==> src/rtl/reg_operand_reader_pkg.sv <==
// Shared definitions for the operand reader: register indices, FSM encoding
// and the default datapath width.
package reg_operand_reader_pkg;

    localparam int WIDTH_DEFAULT = 16;

    // Architectural register indices, in register-file port order
    localparam logic [2:0] REG_WR = 3'd0;
    localparam logic [2:0] REG_MA = 3'd1;
    localparam logic [2:0] REG_AR = 3'd2;
    localparam logic [2:0] REG_NA = 3'd3;
    localparam logic [2:0] REG_RV = 3'd4;
    localparam logic [2:0] REG_SP = 3'd5;
    localparam logic [2:0] REG_RA = 3'd6;
    localparam logic [2:0] REG_TP = 3'd7;

    typedef enum logic [1:0] {
        IDLE   = 2'd0,
        READ_A = 2'd1,
        READ_B = 2'd2,
        HOLD   = 2'd3
    } readState_t;

endpackage

==> src/rtl/reg_operand_reader_mux.sv <==
// Combinational 8:1 register select with optional forwarding of a write that
// targets the selected register in the same cycle.
module reg_sel_bypass_mux
    import reg_operand_reader_pkg::*;
#(
    parameter int WIDTH  = WIDTH_DEFAULT,
    parameter int BYPASS = 1
) (
    input  logic [7:0][WIDTH-1:0] regValues,
    input  logic [2:0]            sel,
    input  logic [2:0]            regDest,
    input  logic [WIDTH-1:0]      DataWrite,
    input  logic                  regWrite,
    output logic [WIDTH-1:0]      operand
);

    // Pick the selected register, overridden by the in-flight write when it targets the same index
    always_comb begin
        operand = regValues[sel];
        if ((BYPASS != 0) && regWrite && (regDest == sel)) begin
            operand = DataWrite;
        end
    end

endmodule

==> src/rtl/reg_operand_reader.sv <==
// Two-cycle operand fetch from the eight architectural registers. One shared
// select/bypass mux serves operand A in READ_A and operand B in READ_B; the
// results are frozen in HOLD until the consumer acknowledges.
module reg_operand_reader
    import reg_operand_reader_pkg::*;
#(
    parameter int WIDTH  = WIDTH_DEFAULT,
    parameter int BYPASS = 1
) (
    input  logic             CLK,
    input  logic             RESET_N,
    input  logic [WIDTH-1:0] wr,
    input  logic [WIDTH-1:0] ma,
    input  logic [WIDTH-1:0] ar,
    input  logic [WIDTH-1:0] na,
    input  logic [WIDTH-1:0] rv,
    input  logic [WIDTH-1:0] sp,
    input  logic [WIDTH-1:0] ra,
    input  logic [WIDTH-1:0] tp,
    input  logic [2:0]       regDest,
    input  logic [WIDTH-1:0] DataWrite,
    input  logic             regWrite,
    input  logic             req,
    input  logic [2:0]       srcA,
    input  logic [2:0]       srcB,
    input  logic             ack,
    output logic             ready,
    output logic             valid,
    output logic [WIDTH-1:0] opA,
    output logic [WIDTH-1:0] opB
);

    readState_t state;
    readState_t stateNext;

    logic [2:0]            capSrcA;
    logic [2:0]            capSrcB;
    logic [2:0]            muxSel;
    logic [WIDTH-1:0]      muxOut;
    logic [7:0][WIDTH-1:0] regValues;

    // Index 0 is wr, index 7 is tp
    assign regValues = {tp, ra, sp, rv, na, ar, ma, wr};

    // The mux serves operand B only in READ_B; every other cycle it points at A
    assign muxSel = (state == READ_B) ? capSrcB : capSrcA;

    reg_sel_bypass_mux #(
        .WIDTH (WIDTH),
        .BYPASS(BYPASS)
    ) selMux (
        .regValues(regValues),
        .sel      (muxSel),
        .regDest  (regDest),
        .DataWrite(DataWrite),
        .regWrite (regWrite),
        .operand  (muxOut)
    );

    // A new request can land in IDLE, or in HOLD in the same cycle the old result is acked
    assign ready = (state == IDLE) || ((state == HOLD) && ack);
    assign valid = (state == HOLD);

    // State register; reset aborts any transaction in flight
    always_ff @(posedge CLK or negedge RESET_N) begin
        if (!RESET_N) begin
            state <= IDLE;
        end else begin
            state <= stateNext;
        end
    end

    // Next-state logic for the fetch sequence
    always_comb begin
        stateNext = state;
        case (state)
            IDLE:    if (req) stateNext = READ_A;
            READ_A:  stateNext = READ_B;
            READ_B:  stateNext = HOLD;
            HOLD: begin
                if (ack) begin
                    stateNext = req ? READ_A : IDLE;
                end
            end
            default: stateNext = IDLE;
        endcase
    end

    // Capture source indices on acceptance and latch each operand in its own fetch cycle
    always_ff @(posedge CLK or negedge RESET_N) begin
        if (!RESET_N) begin
            capSrcA <= '0;
            capSrcB <= '0;
            opA     <= '0;
            opB     <= '0;
        end else begin
            if (ready && req) begin
                capSrcA <= srcA;
                capSrcB <= srcB;
            end
            if (state == READ_A) begin
                opA <= muxOut;
            end
            if (state == READ_B) begin
                opB <= muxOut;
            end
        end
    end

endmodule

==> config.mk <==
export PLATFORM = sky130hd
export DESIGN_NAME = reg_operand_reader
export DESIGN_NICKNAME = d
export VERILOG_FILES = /design/src/rtl/reg_operand_reader_pkg.sv /design/src/rtl/reg_operand_reader_mux.sv /design/src/rtl/reg_operand_reader.sv
export SDC_FILE = /design/constraint.sdc
export NUM_CORES = 1
export LEC_CHECK = 0
export CORE_MARGIN = 5
export CORE_UTILIZATION = 46
export CTS_BUF_LIST = sky130_fd_sc_hd__clkbuf_16
export DETAILED_ROUTE_END_ITERATION = 8
export HOLD_SLACK_MARGIN = 0.03
export PLACE_DENSITY = 0.88
export SYNTH_ARGS = -nofsm -noshare
export SYNTH_HDL_FRONTEND = slang
export SYNTH_SLANG_ARGS = --single-unit
==> constraint.sdc <==
create_clock -name CLK -period 3.9 [get_ports CLK]
set_input_delay 0.585 -clock CLK [delete_from_list [all_inputs] [get_ports CLK]]
set_output_delay 0.585 -clock CLK [all_outputs]
set_load 0.05 [all_outputs]
Word level (Yosys, flattened, before mapping)
Index checks and enable logic that the tools add are counted.
- bits in registers: 40
- bits of input ports: 158
- word-level logic and storage cells: 26
- output and inout port bits: 34
- $lt $le $gt $ge: 1
- multiplexer cells: 8
- eq/ne operators: 6
- reductions and logical operators: 6
- operators by type and width (cell ; count):
    16-bit binary-select mux with 3-bit select ; 1
    16-bit 2-to-1 mux ; 2
    2-bit case mux with 4 select lines ; 1
    2-bit == test, second input constant ; 2
    3-bit by 4-bit < comparator with 1-bit output, second input constant ; 1
    2-bit 2-to-1 mux ; 2
    2-bit inequality test, second input constant ; 2
    3-bit == test ; 1
    1-bit logical AND ; 3
    3-bit 2-to-1 mux ; 1
    2-bit by 1-bit == test with 1-bit output, second input constant ; 1
    2-bit logical NOT ; 1
    2-bit AND reduction ; 1
    1-bit logical OR ; 1
    1-bit 2-to-1 mux ; 1

Longest topological paths before layout
- depth after elaboration: 5
- gate-level depth with buffers: 10
- mapped depth without buffers: 7

Cells and area by module
From an unflattened synthesis, not the netlist that was laid out.
- cell total of the unflattened synthesis: 181
- area total of the unflattened synthesis: 3010.4 sq um
- by module, submodules not included (module ; sequential area each (sq um) ; area an instance (sq um) ; cells each ; times used):
    reg_operand_reader ; 1001.0 ; 1649.1 ; 102 ; 1
    reg_sel_bypass_mux ; 0.0 ; 1361.3 ; 79 ; 1

Worst setup path after synthesis
No wires, ideal clock.
- kind: reg2reg
- start point: register state[0]
- end point: register opA[2]
- library setup time: 0.145 ns
- clock period less this slack: 2.387 ns
- cell stages (with the launch flop): 11
- data arrival time: 2.241 ns
- buffers on the path: 3
- data required time: 3.755 ns
- path slack: 1.513 ns
- cells stage by stage: dfrtp_1 inv_1 ha_1 buf_2 mux2i_1 xnor2_1 or4b_1 buf_2 buf_6 o22ai_2 a31oi_1
- word-level cells in the longest chain between the ends: 5
- elaborated cells on any way between the ends: 8
- classes of those cells: 3 x eq/ne; 4 x mux; 1 x reduce/logical
- RTL lines (element ; line ; text):
    start: declaration ; reg_operand_reader.sv:33 ; readState_t state;
    start signal: assignment ; reg_operand_reader.sv:69 ; state <= stateNext;
    2-bit == test ; reg_operand_reader.sv:46 ; assign muxSel = (state == READ_B) ? capSrcB : capSrcA;
    3-bit 2-to-1 mux ; reg_operand_reader.sv:46 ;
    16-bit binary-select mux with 3-bit select / 3-bit == test (equally long branches) ; reg_operand_reader_mux.sv:19, reg_operand_reader_mux.sv:20 ;
    16-bit 2-to-1 mux (not written as such) / 1-bit logical AND (equally long branches) ; reg_operand_reader_mux.sv:19, reg_operand_reader_mux.sv:20 ;
    16-bit 2-to-1 mux ; reg_operand_reader_mux.sv:20 ; if ((BYPASS != 0) && regWrite && (regDest == sel)) begin
    end signal: assignment ; reg_operand_reader.sv:102 ; opA <= muxOut;
    end: declaration ; reg_operand_reader.sv:29 ; output logic [WIDTH-1:0] opA,
Several ways; a longest one is shown, not always the timed one. The select of a mux whose other input is x is not followed.
A chain may end at the register's enable or synchronous reset.

Final worst setup path
- start point: register state[0]
- end point: register opB[4]
- word-level cells in the longest chain between the ends: 5
- elaborated cells on any way between the ends: 7
- classes of those cells: 2 x eq/ne; 4 x mux; 1 x reduce/logical
- RTL lines (element ; line ; text):
    2-bit == test (*) ; reg_operand_reader.sv:46, reg_operand_reader.sv:104 ;
    3-bit 2-to-1 mux ; reg_operand_reader.sv:46 ;
    16-bit binary-select mux with 3-bit select / 3-bit == test (equally long branches) ; reg_operand_reader_mux.sv:19, reg_operand_reader_mux.sv:20 ;
    16-bit 2-to-1 mux (not written as such) / 1-bit logical AND (equally long branches) ; reg_operand_reader_mux.sv:19, reg_operand_reader_mux.sv:20 ;
    16-bit 2-to-1 mux ; reg_operand_reader_mux.sv:20 ;
    end signal: assignment ; reg_operand_reader.sv:105 ; opB <= muxOut;
    end: declaration ; reg_operand_reader.sv:30 ; output logic [WIDTH-1:0] opB
Mark *: on every way between the ends. The rest lies on a longest branch, timed or not. The select of a mux whose other input is x is not followed.

==> summary.md <==
| Metric | Value |
|---|---|
| Fmax | 0.3369 GHz |
| Max Cap Viol | 0 |
| Final Setup Violations | 0 |
| Avg Synthesized Cell Area | 7.477 µm² |
| Ys Warns | 0 |
| Antenna violations before repair | 0 |
| Syn nets | between 700 and 800 |
| Tmin final | between 2 and 3 ns |
| Vias | 5116 |
| Skew-Pair Late Insertion Delay | about 0.28 ns |
| Post-synthesis cell count | 546 |
| Largest net degree at the start of global routing | 66 |
| Die X-Extent | 104.2 µm |
| Clock Sinks | 40 |
| Slew headroom | 0.3218 |
| Share of layout cells above drive strength 1 | 0.09104 |
| Port Buffers | 191 |
| Initial Utilization | 0.4704 |
| Hold Path Class | primary input to async pin |
| Worst Setup Path Type | flop to flop |
| Worst vdd rail ir drop | 0.4682 mV |
| Yosys reg bits | 40 |
| Clk root buf | clkbuf_16 |
| Final std cells w/o fill | 811 |
| Worst Setup End Kind | flop |
| Setup Fix Bufs, Post-CTS | 0 |
| Diode count | 0 |
| Iteration-0 DRC count of the detailed router | 452 |
| Final Hold Fails | 0 |
| Post-synthesis sequential area ratio | 0.2452 |
| Vias in the first global route | 5116 |
| Die ar. | approximately 0.011 mm² |
| Sum Neg Setup Slack | 0 ns |
| Core Region | between 0.008 and 0.009 mm² |
| Crit path DAT | about 3.2 ns |
| DRC | 0 |
| Placed instance area | 0.006000 mm² |
| Largest delay share family, worst path | simple AND/OR/NAND/NOR gates |
| Fin crit share | 0.7610 |
| Post-route cell area | 0.006138 mm² |
| Post-route ant nets | 0 |
| H-Tree Depth | 2 |
| Worst-path clk slew | 0.06 ns |
| CP max-delay cell | nand2b_1 |
| Filler cell count | 710 |
| Slew @ Worst Pin | 1.017 ns |
| Leakage | 2.221 nW |
| RSZ-0062 raised after global routing | no |
| Rows | 34 |
| Drt pass-1 iters | 6 |
| DIE HEIGHT | approximately 100 µm |
| I/O pin cnt | between 150 and 200 |
| Post-CTS Hold Buffers | 0 |
| Status | finished, final reports clean |
| WP buf/inv | 2 |
| First-pass GRT wire length | approximately 26000 µm |
| Overall Global Routing Usage | 0.2905 |
| Vias/cell | 6.308 |
| Cell area after synthesis | 0.004083 mm² |
| Hold Slack | ~0.43 ns |
| CP Cell Sequence | inv_1, ha_2, nand2b_1, buf_4, o221ai_1, nand2_1, a31oi_1 |
| Crit path required time | 4.09 ns |
| Post-CTS sizing | 0 |
| Fin. max-slew vios | 0 |
| CP peak stage delay | 0.67 ns |
| Avg WL per Cell | 20.41 µm |
| Startpoint Class | flop |
| GRT Residual Overflow | 0 |
| Area of the multi-input gates | 0.002864 mm² |
| Synth-to-Final Area Change | 50.35% |
| Worst-path fanout max | 22 |
| CTS Buffer Depth | 2 |
| Post-layout util | 0.7073 |
| Dpl cells | 803 |
| RePlAce Congestion | 0.9348 |
| Post-DP HPWL | 12310 µm |
| Drt total wl | about 17000 µm |
| Nets | slightly below 900 |
| CTS tree | yes |
| Reg area | 0.001003 mm² |
| CTS buffer count | 5 |
| Worst Clk Skew | 0.004011 ns |
| Synth unique cells | 29 |
| Pwr Density | roughly 930 mW/mm² |
==> power breakdown <==
part / internal [W] / switching [W]
clock: 0.000232 / 0.000164
combinational: 0.00160 / 0.00285
sequential: 0.000647 / 0.000235
==> synth_stat cells <==
cell type | instances | area [µm²]
clkbuf_1 | 42 | 157.7
and2_1 | 1 | 6.260
a2111oi_0 | 1 | 8.760
ha_1 | 5 | 62.56
o221ai_1 | 30 | 262.8
inv_1 | 4 | 15.01
nand2_1 | 26 | 97.59
dfrtp_1 | 40 | 1001
buf_2 | 3 | 15.01
o22ai_1 | 4 | 25.02
o21ai_0 | 34 | 170.2
a221oi_1 | 2 | 17.52
mux2i_1 | 1 | 10.01
a21oi_1 | 48 | 240.2
mux2i_2 | 2 | 27.53
mux2_2 | 9 | 101.4
nor2_1 | 91 | 341.6
or4b_1 | 1 | 10.01
nor4b_4 | 1 | 23.77
buf_1 | 4 | 15.01
o21bai_1 | 1 | 7.510
buf_6 | 3 | 33.78
a31oi_1 | 32 | 200.2
nor2b_1 | 3 | 18.77
o22ai_2 | 28 | 350.3
a22oi_1 | 30 | 225.2
a22o_1 | 2 | 17.52
xnor2_1 | 3 | 26.28
nand2b_1 | 95 | 594.3
==> cells in the final DEF, fill, tap and decap left out, types with 3 or more instances in the layout <==
cell             synthesis  final
a21oi_1                 48     48
a22oi_1                 30     30
a31oi_1                 32     32
buf_4                    0     10
clkbuf_16                0      5
clkdlybuf4s50_1          0    190
dfrtp_1                 40     38
ha_1                     5      3
inv_1                    4      4
mux2_2                   9      9
nand2_1                 26     26
nand2b_1                95     95
nor2_1                  91     90
o21ai_0                 34     34
o221ai_1                30     30
o22ai_1                  4      4
o22ai_2                 28     28
xnor2_1                  3      3
==> final cells by class <==
type,instances,share of cell area
flip-flops and latches,40,0.1635
clock inverters,3,0.002242
well taps,108,0.02201
repair buffers,201,0.3229
inverters,4,0.002446
multi-input cells,450,0.4666
clock buffers,5,0.02038
==> routing by layer <==
metal,wire length (µm),GRT usage,part of all wire
met1,6144,0.3514,0.37
met5,0,0,0
met4,846,0.1591,0.051
met2,8026,0.4841,0.48
met3,1538,0.05462,0.093
==> cell families after synthesis <==
family | Yosys count | share of synthesized area
AOI/OAI and AO/OA | 212 | 0.3736
xor gates and xnor gates | 3 | 0.006437
adders and majority gates | 5 | 0.01532
buffers and inverters | 56 | 0.05792
DFF | 40 | 0.2452
muxes | 12 | 0.03402
and+or+nand+nor | 218 | 0.2675
==> path summary, 6_finish.rpt <==
kind | startpoint | endpoint | slack [ns] | cells after the start
max in group asynchronous | RESET_N | capSrcB[0] | 2.85 | 1
min in group CLK | capSrcB[2] | capSrcB[2] | 0.57 | 1
max | state[0] | opB[4] | 0.93 | 7
min | RESET_N | opA[8] | 0.43 | 1
min reg2reg | capSrcB[2] | capSrcB[2] | 0.57 | 1
max reg2reg | state[0] | opB[4] | 0.93 | 7
==> flip-flops by register name, indices dropped and copies added, names as in the netlist <==
| signal | count |
|---|---|
| opA | 16 |
| opB | 16 |
| capSrcA | 3 |
| capSrcB | 3 |
| state | 2 |
==> through the flow <==
step	worst slack [ns]	power (W)
4_1_cts	0.9442	0.005655
5_1_grt	0.7332	0.006069
3_3_place_gp	1.140	0.005097
6_report	0.9320	0.005723
2_1_floorplan	1.513	0.003889
3_5_place_dp	0.9813	0.005240
==> worst register-to-register path, stage by stage, from the launching register on <==
cell and delay, ns:
dfrtp_1 0.41, inv_1 0.15, ha_2 0.56, nand2b_1 0.67, buf_4 0.44, o221ai_1 0.22
nand2_1 0.17, a31oi_1 0.25
(Power assumes the default switching activity.)
